### config.mk
export PLATFORM = sky130hd
export DESIGN_NAME = serializador_8bits
export DESIGN_NICKNAME = d
export VERILOG_FILES = /design/src/rtl/serializador_8bits.sv
export SDC_FILE = /design/constraint.sdc
export NUM_CORES = 1
export LEC_CHECK = 0
export BUFFER_PORTS_ARGS = -buffer_cell sky130_fd_sc_hd__buf_4
export CORE_MARGIN = 1.5
export CORE_UTILIZATION = 45
export DETAILED_ROUTE_END_ITERATION = 8
export GPL_TIMING_DRIVEN = 0
export HOLD_SLACK_MARGIN = 0.05
export PLACE_DENSITY = 0.7
export SLEW_MARGIN = 10
export SYNTH_ARGS = -nofsm -noshare
export SYNTH_HDL_FRONTEND = slang
export SYNTH_SLANG_ARGS = --single-unit
export TNS_END_PERCENT = 100
### constraint.sdc
create_clock -name clk -period 1.7 [get_ports clk]
set_input_delay 0.17 -clock clk [delete_from_list [all_inputs] [get_ports clk]]
set_output_delay 0.17 -clock clk [all_outputs]
set_load 0.1 [all_outputs]
### src/rtl/serializador_8bits.sv
// -----------------------------------------------------------------------------
// serializador_8bits
// Parallel-to-serial reader. A WIDTH-bit word is captured when start is seen
// in IDLE and is then presented one bit at a time over a valid/ready link.
// The FSM runs IDLE -> SHIFT -> DONE -> IDLE.
//
// Handshake: the serializer presents a bit on sout together with
// sout_valid=1. The bit is consumed on the rising clock edge where both
// sout_valid and sout_ready are 1 (a "beat"). While valid is high and ready is
// low, sout, bit_cnt and the shift register all hold. sout_ready is ignored
// while sout_valid is 0.
//
// Ports
//   clk         in   clock, rising edge
//   rst         in   synchronous reset, active low
//   D           in   parallel word, sampled only when start is accepted
//   start       in   serialize request, accepted only in IDLE
//   sout        out  current serial bit (0 when sout_valid=0)
//   sout_valid  out  sout holds a valid bit
//   sout_ready  in   sink accepts the bit on this edge
//   busy        out  1 while in SHIFT
//   done        out  one-cycle pulse after the last bit is accepted
//   bit_cnt     out  index of the bit currently presented
//   state_dbg   out  FSM state, for observation
// -----------------------------------------------------------------------------
module serializador_8bits #(
   parameter int WIDTH     = 8,
   parameter bit MSB_FIRST = 1'b0
) (
   input  logic                     clk,
   input  logic                     rst,
   input  logic [WIDTH-1:0]         D,
   input  logic                     start,
   output logic                     sout,
   output logic                     sout_valid,
   input  logic                     sout_ready,
   output logic                     busy,
   output logic                     done,
   output logic [$clog2(WIDTH)-1:0] bit_cnt,
   output logic [1:0]               state_dbg
);

   localparam int CW = $clog2(WIDTH);
   localparam logic [CW-1:0] LAST_IDX = CW'(WIDTH - 1);
   // Bit of the shift register that sits at the output end.
   localparam int OUT_IDX = MSB_FIRST ? WIDTH - 1 : 0;

   typedef enum logic [1:0] {
      IDLE  = 2'd0,
      SHIFT = 2'd1,
      DONE  = 2'd2
   } state_t;

   state_t           state_q, state_d;
   logic [WIDTH-1:0] shift_q, shift_d;
   logic [CW-1:0]    cnt_q,   cnt_d;

   always_ff @(posedge clk) begin
      if (!rst) begin
         state_q <= IDLE;
         shift_q <= '0;
         cnt_q   <= '0;
      end else begin
         state_q <= state_d;
         shift_q <= shift_d;
         cnt_q   <= cnt_d;
      end
   end

   always_comb begin
      state_d = state_q;
      shift_d = shift_q;
      cnt_d   = cnt_q;
      case (state_q)
         IDLE: begin
            if (start) begin
               shift_d = D;
               cnt_d   = '0;
               state_d = SHIFT;
            end
         end
         SHIFT: begin
            // In SHIFT sout_valid is 1, so sout_ready alone marks a beat.
            if (sout_ready) begin
               if (cnt_q == LAST_IDX) begin
                  // Clear the datapath so nothing stale lingers after the word.
                  shift_d = '0;
                  cnt_d   = '0;
                  state_d = DONE;
               end else begin
                  // Move the next bit toward the output end; vacated bits fill with 0.
                  if (MSB_FIRST) shift_d = {shift_q[WIDTH-2:0], 1'b0};
                  else           shift_d = {1'b0, shift_q[WIDTH-1:1]};
                  cnt_d = cnt_q + 1'b1;
               end
            end
         end
         DONE: begin
            state_d = IDLE;
         end
         default: begin
            state_d = IDLE;
         end
      endcase
   end

   // Outputs decode only registered state, so there is no input-to-output path.
   always_comb begin
      sout_valid = (state_q == SHIFT);
      busy       = (state_q == SHIFT);
      done       = (state_q == DONE);
      sout       = (state_q == SHIFT) & shift_q[OUT_IDX];
      bit_cnt    = cnt_q;
      state_dbg  = state_q;
   end

endmodule

# ---- Yosys cells after proc, flatten, opt, wreduce, memory -nomap -nowiden
# Cells that the tools add are included.
dict set report totals {
  register_bits 13
  latch_bits 0
  ramBits 0
  rom_bits 0
  input_bits 12
  word_cells 27
  mem_count 0
}
dict set report op_classes {
  addsub 1
  mul 0
  div 0
  n_lt_le_gt_ge 0
  eq_ne 6
  shifts 0
  muxes 12
  n_bitwise 1
  n_reduce_logical 4
}
# cell n
set ops {}
lappend ops {{2-to-1 mux 8 bit} 2}
lappend ops {{case mux 8 bit (2 select lines)} 1}
lappend ops {{2-to-1 mux 3 bit} 3}
lappend ops {{2-to-1 mux 7 bit} 1}
lappend ops {{2-to-1 mux 2 bit} 3}
lappend ops {{case mux 3 bit (2 select lines)} 1}
lappend ops {{AND reduction 3 bit} 2}
lappend ops {{!= test 2 bit, second input constant} 2}
lappend ops {{case mux 2 bit (2 select lines)} 1}
lappend ops {{adder 3 x 1 -> 3 bit, second input constant} 1}
lappend ops {{equality test 3 bit, second input constant} 1}
lappend ops {{equality test 2 x 1 -> 1 bit, second input constant} 1}
lappend ops {{equality test 2 bit, second input constant} 1}
lappend ops {{zero test 2 bit} 1}
lappend ops {{!= test 2 x 1 -> 1 bit, second input constant} 1}
lappend ops {{nonzero test 2 bit} 1}
lappend ops {{AND 1 bit} 1}

# ---- Longest topological paths before layout
# Gate-level depths: netlist (run 1).
dict set report logic_depth {
  ltp_word 4
  mapped_depth 5
}

# ---- Worst setup path after synthesis (run 1)
# OpenSTA, ideal clock, no wires.
dict set report synth_path {
  path_kind {register to output}
  start {register state_q[0] (netlist: state_dbg[0])}
  end {output port sout}
  t_arrival_ns 2.942
  required_time_ns 1.530
  setup_slack_ns -1.412
  stages_incl_launch_ff 5
  n_path_buf 1
  path_cell_list {dfxtp_1 > or2b_1 > buf_2 > inv_1 > and2_1}
}
dict set report synth_between {
  elab_chain_len 2
}
# item line
set synth_rtl {}
lappend synth_rtl {{from (decl)} 54} ;# state_t state_q, state_d;
lappend synth_rtl {{from (signal assigned)} 64} ;# state_q <= state_d;
lappend synth_rtl {{equality test 2 x 1 -> 1 bit} -}
lappend synth_rtl {{via busy} 37} ;# output logic busy,
lappend synth_rtl {{AND 1 bit} 112} ;# sout = (state_q == SHIFT) & shift_q[OUT_IDX];
lappend synth_rtl {{to (decl)} 34} ;# output logic sout,
# The timed path passes the listed nets, and every way through them passes these cells.

# ---- Worst setup path in the final report (run 1)
dict set report layout_path {
  start {register state_q[0] (netlist: state_dbg[0])}
  end {output port sout}
}
dict set report layout_between {
  elab_chain_len 2
}
# item line
set layout_rtl {}
lappend layout_rtl {{equality test 2 x 1 -> 1 bit} 112}
lappend layout_rtl {{AND 1 bit} 112}
# No other way between the ends.

==> results of run 1 <==
-- where the power goes --
group	leakage [nW]	internal (mW)	switching [mW]	total (mW)
logic	0.249	0.0693	0.108	0.177
registers	0.109	0.319	0.0118	0.331
clock network	0.0150	0.0913	0.111	0.202
-- kinds of logic after synthesis --
family                     after synthesis  share of synthesized area, %
adders and majority gates                2                          3.72
DFF                                     13                          38.7
and+or+nand+nor                         24                          25.3
muxes                                    5                          7.99
buffers and inverters                    8                          5.39
AOI/OAI and AO/OA                       22                          19.0
-- flip-flops by register name, summed over array words and instances, names as in the netlist --
| name | count |
|---|---|
| bit_cnt | 3 |
| state_dbg | 2 |
| shift_q | 8 |
-- critical path: stages, from the launching register on --
cell	delay [ns]
dfxtp_4	0.40
or2b_1	0.25
buf_6	0.12
clkinvlp_4	0.07
and2_4	0.15
buf_12	0.16
-- final timing paths --
path | slack [ns] | end | from
hold / removal | 0.14 | shift_q[3]$_SDFFE_PN0P_ | D[3]
setup / recovery | 0.1 | sout | state_dbg[0]$_SDFFE_PN0P_
hold reg to reg | 0.47 | shift_q[7]$_SDFFE_PN0P_ | shift_q[7]$_SDFFE_PN0P_
setup reg to reg | 0.12 | bit_cnt[0]$_SDFFE_PN0P_ | bit_cnt[0]$_SDFFE_PN0P_
-- what timing repair did --
item | CTS | global route
setup buffers | 1 | 0
gates resized for setup | 5 | 0
pin swaps | 0 | 0
setup endpoints to repair | 2 | 4
-- cells in the final DEF (no fill, tap or decap), types with 2 or more instances in the layout --
| cell | netlist | routed |
|---|---|---|
| clkbuf_4 | 0 | 3 |
| dfxtp_1 | 13 | 8 |
| nor2_1 | 2 | 2 |
| nor4bb_1 | 7 | 7 |
| dfxtp_2 | 0 | 3 |
| dfxtp_4 | 0 | 2 |
| clkbuf_1 | 4 | 4 |
| a21oi_1 | 7 | 7 |
| buf_4 | 1 | 19 |
| ha_1 | 2 | 2 |
| o211ai_1 | 7 | 7 |
| o21ai_1 | 7 | 7 |
| nand2_1 | 4 | 4 |
| mux2i_1 | 4 | 4 |
| nand3_1 | 4 | 4 |
-- routing by layer --
| layer | global-route usage, % | up-vias |
|---|---|---|
| met3 | 7.83 | 5 |
| met2 | 30.6 | 22 |
| li1 | - | 321 |
| met1 | 29.0 | 300 |
| met5 | 0 | - |
| met4 | 9.68 | 0 |
-- area by class of cell --
class                      count  area [sq um]  share of cell area (%)
sequential                    13           272                    29.6
multi-input combinational     53           387                    42.2
timing repair buffer          20           170                    18.6
buffer                         6          35.0                    3.83
clock buffer                   4          26.3                    2.87
inverter                       1          7.51                   0.820
tap                           15          18.8                    2.05
-- metrics by stage --
| step | setup TNS, ns | setup slack [ns] | area, sq um | hold WS, ns |
|---|---|---|---|---|
| after global routing | 0 | 0.0233 | 916 | 0.145 |
| final | 0 | 0.0973 | 916 | 0.136 |
| after global placement | 0 | 0.182 | 876 | 0.429 |
| after CTS | 0 | 0.0113 | 930 | 0.142 |
| after floorplan | -0.537 | -0.272 | 714 | 0.302 |
| after detailed placement | 0 | 0.165 | 876 | 0.438 |
-- synth_stat cells (2+ instances only) --
| master | number |
|---|---|
| a21oi_1 | 7 |
| buf_2 | 2 |
| clkbuf_1 | 4 |
| dfxtp_1 | 13 |
| ha_1 | 2 |
| mux2i_1 | 4 |
| nand2_1 | 4 |
| nand3_1 | 4 |
| nor2_1 | 2 |
| nor4bb_1 | 7 |
| o211ai_1 | 7 |
| o21ai_1 | 7 |
==> results.md, run 1 <==
* Fin. Hold Viols at 0
* Final net count at 112
* DPL Wire Length at between 1 and 1.5 mm
* Yosys top cell by area: dfxtp_1
* Initial antenna violation count at 0
* Worst Path Class, Setup: reg2out
* Yosys top cell area share at 38.7%
* First-pass GRT wire length at between 2 and 3 mm
* Status: completed
* Largest net degree at the start of global routing at 11
* Final Skew at between 0.005 and 0.006 ns
* Metal1 wirelength at between 800 and 900 um
* CP Max Fanout at 8
* Routed wl met2 at approximately 730 um
* # setup viols final at 0
* WL final at 1.67 mm
* Initial DRC count at 14
* Yosys Warn Count at 0
* Slew Limit Fails at 0
* PwrDens at between 700 and 800 nW/um^2
* Hold Path Class: in2reg
* GRT Util Overall at 21.5%
* Reg clk slew, reported paths at 0.09 ns
* Initial Util at between 40% and 50%
* Top FF cell, synth: dfxtp_1
* Post-synthesis cell area at 673 sq um
* Register area share after synthesis at 38.7%
* CTS tree: yes
* Die H at 41.7 um
* Max frequency at between 600 and 700 MHz
* Worst skew pair latency at between 0.2 and 0.3 ns
* Fin util at 67.8%
* Layout Cells excl Fill at between 100 and 150
* CP arrival at about 1.4 ns
* # diodes at 0
* Synth Net Count at 88
* Cells after DPL at between 100 and 150
* Area Overhead vs Synth at 36.1%
* GRT overflow at 0
* Root buffer cell: clkbuf_4
* Deepest clock path buffer count at 2
* Vias at 648
* Startpoint type of the worst setup path: register
* Tmin final at roughly 1.6 ns
* P_leak at 0.373 nW
* GPL Wtd Cong at approximately 0.75
* Max-Cap Viols at 0
* Design Power at 0.711 mW
* Core region area at about 1400 sq um
* IO Port Bufs at 19
* DRT Pass-1 Iters at 4
* Worst hold path depth at 3
* Die area at ~1700 sq um
* Hold bufs inserted after CTS at 0
* TritonCTS Buffers at 3
* Number of synthesized flops with an enable pin at 0
* # DRC at 0
* Synth Register Bits at 13
* Synth unique cells at 23
* Syn avg cell area at about 9 sq um
* R2R cell count at 4
* Synth async-reset ratio at 0%
* Routed length per instance at between 10 and 15 um
* Cells after Synth at 74
* Number of nets with antenna violations after routing at 0
* TritonCTS Sinks at 13
* Crit end category: output port
* Filler cells at between 100 and 150
* Row cnt at 13
* Top cells by area, synth: dfxtp_1 (39%), nor4bb_1 (10%), o211ai_1 (7.8%)
* Max VDD drop at roughly 440 uV
* RSZ-0062 raised after global routing: no
* Vias in the first global route at 583
* Vias per cell at 5.79
* Layout cells sized above 1 at a little under two fifths
* Max transition margin at approximately 66%
* Worst Tran Pin Value at 0.506 ns
* Tcrit/Tclk final at 94.3%
* Total length of routed met3 wires at 97 um
* IO Count at 21
* Max layer used: met4
* Die width at ~42 um
* CP required at 1.53 ns
* H-tree depth at 1
(Power assumes the default switching activity.)
==> run 2: changes to the inputs <==
--- a/config.mk
+++ b/config.mk
@@ -14,3 +14,4 @@
 export PLACE_DENSITY = 0.7
-export SLEW_MARGIN = 10
+export REMOVE_ABC_BUFFERS = 1
+export SLEW_MARGIN = 30
 export SYNTH_ARGS = -nofsm -noshare
==> constraint.sdc (replaced) <==
create_clock -name clk -period 1.7 [get_ports clk]
set_input_delay 0.255 -clock clk [delete_from_list [all_inputs] [get_ports clk]]
set_output_delay 0.255 -clock clk [all_outputs]
set_load 0.1 [all_outputs]
==> results.md, run 2 (synthesis results as in run 1) <==
* Max frequency at 623 MHz (-0.14%)
* H-tree depth at 1 (unchanged)
* CP startpoint: state_dbg[1]$_SDFFE_PN0P_
* R2R cell count at 4 (unchanged)
* DRT Pass-1 Iters at 4 (unchanged)
* CP Max Fanout at 11 (+3)
* Initial Util at 49.9% (unchanged)
* Root buffer cell: clkbuf_4
* GPL Wtd Cong at 0.710 (-5.8%)
* Core region area at 1350 sq um (unchanged)
* Routed length per instance at 14.0 um (-6.2%)
* Max transition margin at 71.1% (+5.5 points)
* R2r startpoint: bit_cnt[0]$_SDFFE_PN0P_
* Max FFs per register at 8 (unchanged)
* Die H at 41.7 um (unchanged)
* Area Overhead vs Synth at 31.2%
* TritonCTS Buffers at 3 (unchanged)
* Worst Path Class, Setup: reg2out
* Final Skew at 0.000904 ns (-0.00462 ns)
* R2r setup slk at 0.15 ns (+0.03 ns)
* Commonest non-fill, non-tap cell in the layout: buf_4
* Hold slack at 0.247 ns (+0.111 ns)
* TritonCTS Sinks at 13 (unchanged)
* Crit end category: output port
* Row cnt at 13 (unchanged)
* Initial DRC count at 9 (-5)
* IO Count at 21 (unchanged)
* CP required at 1.44 ns (-0.09 ns)
* CP arrival at 1.35 ns (-0.08 ns)
* Layout cells sized above 1 at 34.4% (-2.7 points)
* Vias at 610 (-5.9%)
* CTS tree: yes
* Worst Setup Slack, final at 0.0951 ns (-0.00217 ns)
* Initial antenna violation count at 0 (unchanged)
* Register with the most flip-flops: shift_q
* Largest net degree at the start of global routing at 19 (+8)
* Slew Limit Fails at 0 (unchanged)
* Max VDD drop at 485 uV (+10%)
* Worst hold path depth at 3 (unchanged)
* Design Power at 0.685 mW (-3.7%)
* Register Area at 268 sq um (-1.4%)
* Hold Path Class: in2reg
* # setup viols final at 0 (unchanged)
* Filler cells at 121 (-0.82%)
* Deepest clock path buffer count at 2 (unchanged)
* Multi-input combinational cell area at 392 sq um (+1.3%)
* Crit path cell chain: or2b_4 > inv_2 > and2_4 > buf_12
* WL final at 1.51 mm (-9.5%)
* Vias in the first global route at 574 (-1.5%)
* RSZ-0062 raised after global routing: no
* P_leak at 0.368 nW (-1.5%)
* Number of nets with antenna violations after routing at 0 (unchanged)
* Worst hold path startpoint: D[2]
* Most frequent cells in the layout: buf_4 (20), dfxtp_1 (11)
* Reg clk slew, reported paths at 0.08 ns (about the same)
* GRT overflow at 0 (unchanged)
* IO Port Bufs at 20 (+1)
* Tmin final at 1.60 ns (+0.00217 ns)
* Worst Tran Pin Value at 0.431 ns (-0.0742 ns)
* Worst skew pair latency at 0.26 ns (-0.03 ns)
* Max-Cap Viols at 0 (unchanged)
* Largest stage delay on the critical path at 0.39 ns (about the same)
* Worst Hold End: shift_q[2]$_SDFFE_PN0P_
* # DRC at 0 (unchanged)
* Status: completed
* Die width at 41.7 um (unchanged)
* GRT Util Overall at 19.0% (-2.5 points)
* Startpoint type of the worst setup path: register
* Vias per cell at 5.65 (-2.4%)
* Final net count at 108 (-3.6%)
* # diodes at 0 (unchanged)
* First-pass GRT wire length at 2.55 mm (-9.1%)
* DPL Wire Length at 923 um (-19%)
* Die area at 1740 sq um (unchanged)
* Tcrit/Tclk final at 94.4% (+0.13 points)
* RR Endpoint: bit_cnt[0]$_SDFFE_PN0P_
* Slowest-stage cell, CP: dfxtp_4
* Fin. Hold Viols at 0 (unchanged)
* PwrDens at 775 nW/um^2 (-0.11%)
* Place WS at -0.115 ns (-0.279 ns)
run 2: changes by cell type in the layout (fill, tap and decap cells not counted), sizes merged:
cell	before	now
clkbuf	7	4
clkinvlp	1	0
inv	0	1
buf	23	22
run 2: timing repair:
action | 4_1_cts | 5_1_grt
resized for setup | 8 | 3
hold buffers | 0 | 0
endpoints found under the setup margin | 13 | 5
setup buffers | 2 | 0
run 2: how the worst max path moves through the flow:
stage | to | slack, ns | depth (start not counted)
3_3_place_gp | sout | -0.13 | 4
5_1_grt | sout | 0.02 | 4
6_report | sout | 0.1 | 4
4_1_cts | sout | 0.03 | 4
2_1_floorplan | sout | -2.16 | 3
3_5_place_dp | sout | -0.11 | 4
run 2: report_power, final:
group / switching [mW] / internal (mW) / leakage, nW
Clock: 0.0947 / 0.0906 / 0.0150
Sequential: 0.00846 / 0.319 / 0.108
Combinational: 0.107 / 0.0652 / 0.245
Total: 0.210 / 0.475 / 0.368
run 2: per-layer routing:
metal,vias up,part of all wire (%),global-route usage [%]
met2,20,46,26.9
met4,0,0.99,10.3
met3,2,6.0,4.35
met1,273,47,26.6
met5,-,0,0
li1,315,-,-
run 2: critical path: cells and delay by family, from the launching register on:
kind	cells	cell delay (ns)
buffers and inverters	2	0.23
DFF	1	0.39
and+or+nand+nor	2	0.46
run 2: stage by stage:
step           setup TNS, ns  instances  util (%)  instance area (sq um)
2_1_floorplan         -10.27         67         -                    641
3_5_place_dp          -0.257        102      60.0                    810
6_report                   0        108      65.4                    883
4_1_cts                    0        108      64.6                    872
3_3_place_gp          -0.357        102      60.0                    810
5_1_grt                    0        108      65.4                    883
run 2: final cells by class:
type | instances | area share [%]
multi-input combinational | 53 | 44.3
timing repair buffer | 22 | 19.8
clock buffer | 4 | 2.97
tap | 15 | 2.12
sequential | 13 | 30.3
inverter | 1 | 0.425
==> run 3: changes to the inputs <==
Settings changed: CELL_PAD_IN_SITES_DETAIL_PLACEMENT set to 1, CELL_PAD_IN_SITES_GLOBAL_PLACEMENT set to 1, CORE_MARGIN 1.5 to not set, CORE_UTILIZATION 45 to 35, PLACE_DENSITY 0.7 to not set, PLACE_DENSITY_LB_ADDON set to 0.12.
==> results.md, run 3 (synthesis results as in run 1) <==
* Number of nets with antenna violations after routing at 0 (unchanged)
* Worst hold path depth at 3 (unchanged)
* Vias in the first global route at 579 (+0.87%)
* Root buffer cell: clkbuf_4
* Cells after DPL at 112 (+9.8%)
* Slew Limit Fails at 0 (unchanged)
* GRT overflow at 0 (unchanged)
* CP required at 1.44 ns (about the same)
* R2r startpoint: bit_cnt[0]$_SDFFE_PN0P_
* Final Skew at 0.00333 ns (+0.00243 ns)
* First-pass GRT wire length at 2.89 mm (+13%)
* Max VDD drop at 408 uV (-16%)
* GPL Wtd Cong at 0.699 (-1.5%)
* Multi-input combinational cell area at 389 sq um (-0.64%)
* IO Port Bufs at 20 (unchanged)
* GRT Util Overall at 20.0% (+0.93 points)
* WL final at 1.79 mm (+19%)
* IO Count at 21 (unchanged)
* Hold Path Class: in2reg
* Largest net degree at the start of global routing at 19 (unchanged)
* Tmin final at 1.62 ns (+0.0192 ns)
* Tcrit/Tclk final at 95.5% (+1.1 points)
* Routed length per instance at 15.0 um (+7.7%)
* Max transition margin at 71.9% (+0.72 points)
* # setup viols final at 0 (unchanged)
* Reg clk slew, reported paths at 0.08 ns (about the same)
* CTS tree: yes
* Layout cells sized above 1 at 33.0% (-1.4 points)
* Startpoint type of the worst setup path: register
* Fin. Hold Viols at 0 (unchanged)
* Die H at 45.9 um (+10%)
* Status: completed
* # DRC at 0 (unchanged)
* Max FFs per register at 8 (unchanged)
* Initial antenna violation count at 0 (unchanged)
* Die width at 45.9 um (+10%)
* RSZ-0062 raised after global routing: no
* Row cnt at 15 (+2)
* P_leak at 0.372 nW (+1.2%)
* Initial Util at 38.2% (-12 points)
* # diodes at 0 (unchanged)
* Placed cell area at 822 sq um (+1.5%)
* Deepest clock path buffer count at 2 (unchanged)
* TritonCTS Sinks at 13 (unchanged)
* Core region area at 1760 sq um (+31%)
* Worst Path Class, Setup: reg2out
* Worst skew pair latency at 0.28 ns (+0.02 ns)
* Max frequency at 616 MHz (-1.2%)
* H-tree depth at 1 (unchanged)
* Fin util at 51.2% (-14 points)
* R2R cell count at 4 (unchanged)
* Vias per cell at 5.66 (+0.13%)
* Worst Setup Slack, final at 0.0759 ns (-0.0192 ns)
* Crit end category: output port
* Vias at 673 (+10%)
* Die area at 2100 sq um (+21%)
* Commonest non-fill, non-tap cell in the layout: buf_4
* CP startpoint: state_dbg[1]$_SDFFE_PN0P_
* CP Max Fanout at 11 (unchanged)
* CP arrival at 1.37 ns (+0.02 ns)
* Layout Cells excl Fill at 119 (+10%)
* Register Area at 268 sq um (unchanged)
* Register with the most flip-flops: shift_q
* DPL Wire Length at 1.06 mm (+15%)
* PwrDens at 778 nW/um^2 (+0.32%)
* Filler cells at 221 (+83%)
* Initial DRC count at 10 (+1)
* Setup TNS at 0 ns (unchanged)
* Most frequent cells in the layout: buf_4 (22), dfxtp_1 (11)
* Worst Tran Pin Value at 0.421 ns (-0.0108 ns)
* DRT Pass-1 Iters at 3 (-1)
* Worst hold path startpoint: D[3]
* Final net count at 109 (+0.93%)
* Max-Cap Viols at 0 (unchanged)
* Hold slack at 0.223 ns (-0.0235 ns)
* Area Overhead vs Synth at 34.2%
* Design Power at 0.703 mW (+2.6%)
* Post-route cell area at 903 sq um (+2.3%)
* TritonCTS Buffers at 3 (unchanged)
* Place WS at -0.189 ns (-0.0745 ns)
==> run 3: cell types whose count changed in the layout (fill, tap and decap cells not counted) <==
| cell | previous run | this run |
|---|---|---|
| and2_1 | 0 | 1 |
| and2_4 | 1 | 0 |
| buf_2 | 1 | 0 |
| buf_4 | 20 | 22 |
| inv_1 | 0 | 1 |
| inv_2 | 1 | 0 |
==> run 3: critical path, stage by stage, from the launching register on <==
cell,delay (ns)
dfxtp_4,0.39
or2b_4,0.26
inv_1,0.08
and2_1,0.17
buf_12,0.18
==> run 3: timing repair <==
item	in CTS	in global routing
hold buffers	0	0
resized for setup	8	1
endpoints found under the setup margin	16	3
setup buffers	3	0
hold endpoints to repair	0	0
==> run 3: path summary, 6_finish.rpt <==
check                                                to  slack [ns]
worst max register to register  bit_cnt[0]$_SDFFE_PN0P_        0.12
worst max-delay path                               sout        0.08
worst min-delay path            shift_q[3]$_SDFFE_PN0P_        0.22
worst min register to register  shift_q[7]$_SDFFE_PN0P_        0.46
==> run 3: layout make-up <==
| cell class | instances | share of cell area, % |
|---|---|---|
| inverters | 1 | 0.416 |
| flip-flops and latches | 13 | 29.6 |
| multi-input cells | 53 | 43.1 |
| clock buffers | 4 | 2.91 |
| well taps | 25 | 3.46 |
| repair buffers | 23 | 20.5 |
==> run 3: routing by layer <==
metal | global-route usage [%] | part of all wire [%] | vias to the layer above
li1 | - | - | 317
met1 | 28.0 | 47 | 334
met2 | 27.9 | 46 | 17
met3 | 5.95 | 4.4 | 5
met4 | 8.82 | 1.7 | 0
met5 | 0 | 0 | -
==> run 3: power breakdown <==
part           internal [mW]  switching (mW)
clock network         0.0912           0.108
registers              0.319         0.00889
logic                 0.0664           0.109
total                  0.477           0.226
